$ cat src/rtl/mem_access_unit_pkg.sv
// Shared types and encodings for the MEM-stage access unit.
package mem_access_unit_pkg;

  localparam int unsigned ADDR_W = 32;
  localparam int unsigned DATA_W = 32;
  localparam int unsigned BE_W   = 4;
  localparam int unsigned LT_W   = 3;
  localparam int unsigned CNT_W  = 8;

  // Load-type encodings carried on RegWriteM
  localparam logic [LT_W-1:0] LT_LB  = 3'd1;
  localparam logic [LT_W-1:0] LT_LH  = 3'd2;
  localparam logic [LT_W-1:0] LT_LW  = 3'd3;
  localparam logic [LT_W-1:0] LT_LBU = 3'd4;
  localparam logic [LT_W-1:0] LT_LHU = 3'd5;

  typedef enum logic [1:0] {IDLE, BUSY, RESP} state_t;

  // Halfword/word accesses must be naturally aligned; unknown load types behave as LW
  function automatic logic is_misaligned(input logic            store,
                                         input logic [BE_W-1:0] mask,
                                         input logic [LT_W-1:0] lt,
                                         input logic [1:0]      off);
    logic mis;
    mis = 1'b0;
    if (store) begin
      if (mask == 4'b1111)      mis = (off != 2'b00);
      else if (mask == 4'b0011) mis = off[0];
    end else begin
      case (lt)
        LT_LB, LT_LBU: mis = 1'b0;
        LT_LH, LT_LHU: mis = off[0];
        default:       mis = (off != 2'b00);
      endcase
    end
    return mis;
  endfunction

endpackage

$ cat src/rtl/mem_access_unit_load_ext.sv
// Combinational byte-lane shift and sign/zero extension of a read word.
module load_ext
  import mem_access_unit_pkg::*;
(
  input  logic [DATA_W-1:0] rdata,
  input  logic [1:0]        off,
  input  logic [LT_W-1:0]   lt,
  output logic [DATA_W-1:0] data_c
);

  logic [DATA_W-1:0] w;

  // Bring the addressed byte/halfword down to bit 0, then extend by load type
  always_comb begin
    w = rdata >> {off, 3'b000};
    case (lt)
      LT_LB:   data_c = {{24{w[7]}}, w[7:0]};
      LT_LBU:  data_c = {24'd0, w[7:0]};
      LT_LH:   data_c = {{16{w[15]}}, w[15:0]};
      LT_LHU:  data_c = {16'd0, w[15:0]};
      default: data_c = w;
    endcase
  end

endmodule

$ cat src/rtl/mem_access_unit.sv
// MEM-stage data memory access unit: req/ack handshake, store alignment,
// load extension, timeout abort and pipeline stall generation.
module mem_access_unit
  import mem_access_unit_pkg::*;
#(
  parameter int unsigned TIMEOUT = 255
) (
  input  logic              clk,
  input  logic              rst_n,
  input  logic [ADDR_W-1:0] AluOutM,
  input  logic [DATA_W-1:0] StoreDataM,
  input  logic [BE_W-1:0]   MemWriteM,
  input  logic              MemToRegM,
  input  logic [LT_W-1:0]   RegWriteM,
  output logic              mem_req,
  output logic              mem_we,
  output logic [ADDR_W-1:0] mem_addr,
  output logic [BE_W-1:0]   mem_be,
  output logic [DATA_W-1:0] mem_wdata,
  input  logic [DATA_W-1:0] mem_rdata,
  input  logic              mem_ack,
  output logic [DATA_W-1:0] LoadDataM,
  output logic              stall_o,
  output logic              misalign_o,
  output logic              timeout_o
);

  state_t              state_q, state_d;
  logic [CNT_W-1:0]    cnt_q, cnt_d;
  logic [1:0]          off_q, off_d;
  logic [LT_W-1:0]     lt_q, lt_d;
  logic                isld_q, isld_d;
  logic                req_d, we_d, mis_d, to_d;
  logic [ADDR_W-1:0]   addr_d;
  logic [BE_W-1:0]     be_d;
  logic [DATA_W-1:0]   wdata_d, ld_d, ext_c;
  logic                acc_c, store_c, mis_c;

  // Extension uses the copies latched at request time, not the live inputs
  load_ext u_load_ext (
    .rdata  (mem_rdata),
    .off    (off_q),
    .lt     (lt_q),
    .data_c (ext_c)
  );

  // Access decode and hazard-unit stall
  always_comb begin
    store_c = |MemWriteM;
    acc_c   = MemToRegM | store_c;
    mis_c   = is_misaligned(store_c, MemWriteM, RegWriteM, AluOutM[1:0]);
    stall_o = acc_c & ~mis_c & (state_q != RESP);
  end

  // Next-state and next register values
  always_comb begin
    state_d = state_q;
    cnt_d   = cnt_q;
    off_d   = off_q;
    lt_d    = lt_q;
    isld_d  = isld_q;
    req_d   = mem_req;
    we_d    = mem_we;
    addr_d  = mem_addr;
    be_d    = mem_be;
    wdata_d = mem_wdata;
    ld_d    = LoadDataM;
    mis_d   = 1'b0;
    to_d    = 1'b0;
    case (state_q)
      IDLE: begin
        if (acc_c) begin
          if (mis_c) begin
            mis_d = 1'b1;
          end else begin
            state_d = BUSY;
            cnt_d   = '0;
            req_d   = 1'b1;
            we_d    = store_c;
            addr_d  = {AluOutM[31:2], 2'b00};
            be_d    = store_c ? (MemWriteM << AluOutM[1:0]) : '0;
            wdata_d = StoreDataM << {AluOutM[1:0], 3'b000};
            off_d   = AluOutM[1:0];
            lt_d    = RegWriteM;
            isld_d  = ~store_c;
          end
        end
      end
      BUSY: begin
        cnt_d = cnt_q + CNT_W'(1);
        if (mem_ack) begin
          if (isld_q) ld_d = ext_c;
          req_d   = 1'b0;
          state_d = RESP;
        end else if (cnt_q == CNT_W'(TIMEOUT - 1)) begin
          if (isld_q) ld_d = '0;
          to_d    = 1'b1;
          req_d   = 1'b0;
          state_d = RESP;
        end
      end
      RESP: begin
        cnt_d   = '0;
        state_d = IDLE;
      end
      default: state_d = IDLE;
    endcase
  end

  // State, counter and output registers
  always_ff @(posedge clk or negedge rst_n) begin
    if (!rst_n) begin
      state_q    <= IDLE;
      cnt_q      <= '0;
      off_q      <= '0;
      lt_q       <= '0;
      isld_q     <= 1'b0;
      mem_req    <= 1'b0;
      mem_we     <= 1'b0;
      mem_addr   <= '0;
      mem_be     <= '0;
      mem_wdata  <= '0;
      LoadDataM  <= '0;
      misalign_o <= 1'b0;
      timeout_o  <= 1'b0;
    end else begin
      state_q    <= state_d;
      cnt_q      <= cnt_d;
      off_q      <= off_d;
      lt_q       <= lt_d;
      isld_q     <= isld_d;
      mem_req    <= req_d;
      mem_we     <= we_d;
      mem_addr   <= addr_d;
      mem_be     <= be_d;
      mem_wdata  <= wdata_d;
      LoadDataM  <= ld_d;
      misalign_o <= mis_d;
      timeout_o  <= to_d;
    end
  end

endmodule

$ cat config.mk
export PLATFORM = sky130hd
export DESIGN_NAME = mem_access_unit
export DESIGN_NICKNAME = d
export VERILOG_FILES = /design/src/rtl/mem_access_unit_pkg.sv /design/src/rtl/mem_access_unit_load_ext.sv /design/src/rtl/mem_access_unit.sv
export SDC_FILE = /design/constraint.sdc
export NUM_CORES = 1
export LEC_CHECK = 0
export CAP_MARGIN = 5
export CORE_UTILIZATION = 40
export CTS_BUF_LIST = sky130_fd_sc_hd__clkbuf_2
export DETAILED_ROUTE_END_ITERATION = 7
export PLACE_DENSITY = 0.81
export SYNTH_ARGS = -nofsm -noshare
export SYNTH_HDL_FRONTEND = slang
export SYNTH_SLANG_ARGS = --single-unit
$ cat constraint.sdc
create_clock -name clk -period 2.4 [get_ports clk]
set_clock_uncertainty 0.1 [all_clocks]
set_input_delay 0.6 -clock clk [delete_from_list [all_inputs] [get_ports clk]]
set_output_delay 0.6 -clock clk [all_outputs]
set_load 0.02 [all_outputs]
After elaboration in Yosys (flattened, before gate mapping)
Cells that the tools add are included.

operators by class
  add/sub/neg operators = 1
  eq/ne operators = 17
  shifts and indexed selects = 3
  multiplexer cells = 29
  bitwise gates (word level) = 5
  reductions and logical operators = 13

operator list
  operator                                       number
  2-to-1 mux 32 bit                              4
  case mux 32 bit (4 select lines)               1
  << shifter 32 x 5 -> 32 bit                    1
  right shift 32 x 5 -> 32 bit                   1
  case mux 8 bit (3 select lines)                1
  2-to-1 mux 8 bit                               2
  2-to-1 mux 1 bit                               13
  == test 3 bit, second input constant           4
  AND reduction 3 bit                            4
  adder 8 x 1 -> 8 bit, second input constant    1
  == test 8 bit, second input constant           1
  2-to-1 mux 2 bit                               4
  == test 3 x 1 -> 1 bit, second input constant  2
  == test 3 x 2 -> 1 bit, second input constant  2
  inequality test 2 bit, second input constant   3
  nonzero test 2 bit                             3
  == test 4 x 2 -> 1 bit, second input constant  1
  == test 4 bit, second input constant           1
  2-to-1 mux 4 bit                               1
  case mux 1 bit (2 select lines)                2
  case mux 2 bit (2 select lines)                1
  AND reduction 4 bit                            1
  OR reduction 2 bit                             2
  OR reduction 4 bit                             1
  other kinds (9)                                11

word-level totals
  bits in registers = 118
  input bits = 107
  output and inout port bits = 105
  logic and storage cells = 81

Longest topological paths before layout
  depth in word-level cells = 7
  mapped depth = 8
  gate-level depth less buffers = 7

Hierarchy
A second synthesis with hierarchy kept.

second synthesis, totals
  cell total of the unflattened synthesis = 599
  area, all modules = 6286.0 um2

by module, submodules not included
  module           instances  cells an instance  area each (um2)  sequential area each (um2)
  mem_access_unit  1          495                5516.5           2952.8
  load_ext         1          104                769.5            0.0

Worst setup path after synthesis
No wires, ideal clock.

  path kind = input port to output port
  start point = input AluOutM[0]
  end point = output stall_o
  data arrival time = 1852 ps
  required time = 1700 ps
  path slack = -152 ps
  stages = 5
  path buffers = 1
  cell sequence = clkbuf_1 -> or4b_1 -> o211ai_2 -> a22oi_1 -> a21oi_1

between the ends
  word-level cells in the longest chain between the ends = 6
  elaborated cells between the ends (all ways) = 8
  those cells by class = 4 x mux; 3 x bitwise; 1 x reduce/logical

RTL lines
  what                                                                 line                                                                             RTL
  start: declaration                                                   mem_access_unit.sv:10                                                            input logic [ADDR_W-1:0] AluOutM,
  nonzero test 2 bit or 2-to-1 mux 1 bit (tied branches)               mem_access_unit_pkg.sv:27, mem_access_unit_pkg.sv:33, mem_access_unit_pkg.sv:28
  case mux 1 bit (2 select lines) or 2-to-1 mux 1 bit (tied branches)  mem_access_unit_pkg.sv:30, mem_access_unit_pkg.sv:27
  2-to-1 mux 1 bit (*)                                                 mem_access_unit_pkg.sv:26                                                        if (store) begin
  NOT 1 bit (no line) (*)                                              n/a
  AND 1 bit (*) (2 in a row)                                           mem_access_unit.sv:52                                                            stall_o = acc_c & ~mis_c & (state_q != RESP);
  end: declaration                                                     mem_access_unit.sv:23                                                            output logic stall_o,

Every way passes the cells marked *; elsewhere a longest branch is shown, timed or not.

Worst setup path after layout
  start point = input MemWriteM[2]
  end point = output stall_o

between the ends
  word-level cells in the longest chain between the ends = 7
  elaborated cells between the ends (all ways) = 10
  those cells by class = 2 x eq/ne; 3 x mux; 4 x bitwise; 1 x reduce/logical

RTL lines
  what                        line                       RTL
  start: declaration          mem_access_unit.sv:12      input logic [BE_W-1:0] MemWriteM,
  == test 4 x 2 -> 1 bit      mem_access_unit_pkg.sv:28  else if (mask == 4'b0011) mis = off[0];
  2-to-1 mux 1 bit            mem_access_unit_pkg.sv:28
  2-to-1 mux 1 bit            mem_access_unit_pkg.sv:27  if (mask == 4'b1111) mis = (off != 2'b00);
  2-to-1 mux 1 bit            mem_access_unit_pkg.sv:26
  NOT 1 bit (no line)         n/a
  AND 1 bit (*) (2 in a row)  mem_access_unit.sv:52

Marks and branches as above.

==> run summary <==
critical path's slowest cell: or4_4
Finished Layout Cells: 946
Slew @ Worst Pin: 0.6968 ns
Layout Nets: 859
Max stage delay on crit path: 0.55 ns
R2R depth: 7
Syn Area/Cell: 11.42 um2
Final ANT Viol Nets: 0
share of layout cells above drive strength 1: 20.08%
initial antenna violation count: 0
Area growth, synth to finish: 44.28%
initial cell density of the core: 40.77%
Slew Limit Fails: 0
hold wc startpoint: RegWriteM[2]
failing checks: DRC, setup timing
clk slew on worst S/H paths: 0.17 ns
IO buf count: 209
Post-synth EDFFs: 0
VDD IR max: 0.0005610 V
Setup WS pre-CTS: -1.009 ns
Avg WL per Cell: 17.41 um
area share of the largest cell type after synthesis: 50.02%
core region area: 14480 um2
Total GRT Usage: 22.18%
detailed-route via count: 5078
Worst Path Required: 1.70 ns
total wire length: 16.47 mm
WP data arrival: 1.89 ns
Final Power: 0.009880 W
flip-flop and latch count after synthesis: 118
number of buffers created by CTS: 17
root buffer cell: clkbuf_2
# fillers: 1234
RSZ-0062 raised after global routing: true
DR iter-0 viols: 329
unique cell type count in the Yosys netlist: 52
maxcap violations: 0
critical path fanouts, max: 3
Synth area leaders: dfrtp_1 (50%), mux2_4 (7.6%), mux2_2 (6.3%)
Setup Viol. Count Final: 1
first-pass GRT wire length: 25.62 mm
Clock Latency Late Sink: 0.69 ns
CP Capture Type: primary output
Max Fclk: 0.3865 GHz
Lkg Pwr: 4.126 nW
vias per std cell: 5.368
CTS max path bufs: 2
GP Congestion: 0.8472
Reg2Reg Setup Slack: 0.44 ns
Worst Hold Depth: 3
total gr overflow: 0
Setup TNS: -0.1873 ns
number of diodes: 0
Reg-to-Reg End: LoadDataM[23]
design area: 8517 um2
post-placement cell count: 913
Setup CP Type: in2out
crit path cell chain: buf_6 > or4_4 > a21o_1 > a22oi_2 > a21oi_2 > buf_4
CTS tree: done
number of I/O pins: 212
Seq/Total Area, Yosys: 50.02%
Worst slew margin: 53.21%
Tcrit/Tclk final: 107.8%
1st-pass router iterations: 7
die width: 123.5 um
worst min-delay path category: in2reg
worst r2r src: off_q[0]
Most used DFF post-synth: dfrtp_1
post-route minimum period: 2.587 ns
Row Count: 44
synth warn: 0
die height: 123.5 um
Final Hold Fails: 0
CP startpoint kind: input port
status: complete, but fails checks
fraction of registers with async set/reset: 100.0%
clk sinks: 118
DR DRC count: 1
Synth area leader: dfrtp_1
H-tree depth: 4
post-synthesis cell count: 517
Hold Path Sink: lt_q[2]
pwr dens: 1160 nW/um2
die area: 15250 um2
dpl hpwl: 12.00 mm
largest net degree at the start of global routing: 119
Syn Std Cell Area: 5903 um2
setup slack after layout: -0.1873 ns
placed cell area: 8334 um2
number of global-route vias before repair: 5129
## flip-flops by register name (all words and copies together), names as in the netlist, 2 cells and up
register / cells
LoadDataM: 32
mem_wdata: 32
lt_q: 3
off_q: 2
cnt_q: 8
mem_addr: 30
mem_be: 4
state_q: 2
## what timing repair did
item,4_1_cts,5_1_grt
endpoints found under the setup margin,103,1
resized for setup,141,1
setup buffers,1,0
hold buffers,1,0
hold endpoints to repair,118,0
pin swaps,6,0
## worst max-delay path, delay by kind of cell
| kind | cells | cell delay [ns] |
|---|---|---|
| AO/OA/AOI/OAI | 3 | 0.47 |
| buffers and inverters | 2 | 0.26 |
| AND/OR/NAND/NOR | 1 | 0.55 |
## placed cells by master, fill, tap and decap left out, types with 3 or more instances in the layout
cell type	Yosys	final
dlygate4sd2_1	0	102
nor2b_1	13	13
nand3_1	4	4
mux2i_1	35	35
mux2_4	30	30
nand2_1	57	57
o2bb2ai_1	10	10
o21ai_0	54	54
inv_1	4	4
clkdlybuf4s50_1	0	97
and3_1	6	6
buf_4	6	40
buf_2	3	4
a22o_1	18	18
a21o_1	3	3
a211oi_1	10	10
nand2b_1	3	3
a21oi_1	25	24
a211o_1	3	3
xnor2_1	3	3
nor2_1	11	10
nor3_1	3	3
bufinv_16	0	4
buf_12	4	3
mux2_2	33	33
dfrtp_1	118	118
clkinv_1	0	4
clkbuf_2	0	19
o22ai_1	4	4
## where the power goes
| group | internal, W | switching (W) |
|---|---|---|
| Clock | 0.000670 | 0.000745 |
| Combinational | 0.00240 | 0.00273 |
| Sequential | 0.00279 | 0.000547 |
## metrics by stage
stage               util (%)  hold WS [ns]
floorplan                  -        0.2044
detailed placement     57.56        0.3735
global placement       57.56        0.3626
CTS                    58.78       0.06132
global route           58.82       0.07135
finish                 58.82        0.1505
## cell families (layout without fill, tap and decap cells)
logic type	Yosys count	after routing	share of synthesized area [%]
compound gates	137	137	14.94
xor+xnor	5	5	0.7420
fa+ha+maj	2	2	0.4238
buf+inv	42	286	4.218
flops	118	118	50.02
mux	98	98	19.86
other cells	1	2	0.06353
simple gates	114	114	9.729
## Yosys cell counts, drive strengths merged (3+ instances only)
cell / number
a211o: 3
a211oi: 10
a21o: 3
a21oi: 25
a22o: 19
and3: 6
buf: 17
clkbuf: 21
dfrtp: 118
inv: 4
mux2: 63
mux2i: 35
nand2: 58
nand2b: 3
nand3: 4
nor2: 11
nor2b: 13
nor3: 3
o21ai: 54
o22ai: 4
o2bb2ai: 10
xnor2: 3
## final cells by class
class | count | area [um2] | area share, %
flip-flops and latches | 118 | 2953 | 34.67
well taps | 184 | 230.2 | 2.703
inverters | 4 | 15.01 | 0.1763
clock buffers | 19 | 95.09 | 1.116
clock inverters | 12 | 160.2 | 1.880
multi-input cells | 358 | 2766 | 32.48
repair buffers | 251 | 2297 | 26.97
## layer usage
metal	up-vias	routed length (um)	share of wire (%)	track usage (%)
li1	2343	-	-	-
met2	213	8180	50	36.59
met4	0	362	2.2	10.39
met5	-	0	0	0
met3	33	984	6.0	4.889
met1	2489	6948	42	27.60
## how the worst max path moves through the flow
stage | startpoint | end | cells past startpoint
after floorplan | MemWriteM[1] | mem_addr[10] | 7
after global placement | MemWriteM[1] | stall_o | 6
after detailed placement | MemWriteM[1] | stall_o | 6
after CTS | MemWriteM[2] | stall_o | 6
after global routing | MemWriteM[2] | stall_o | 6
final | MemWriteM[2] | stall_o | 6
Note: power is estimated with default switching activity, not from simulation.
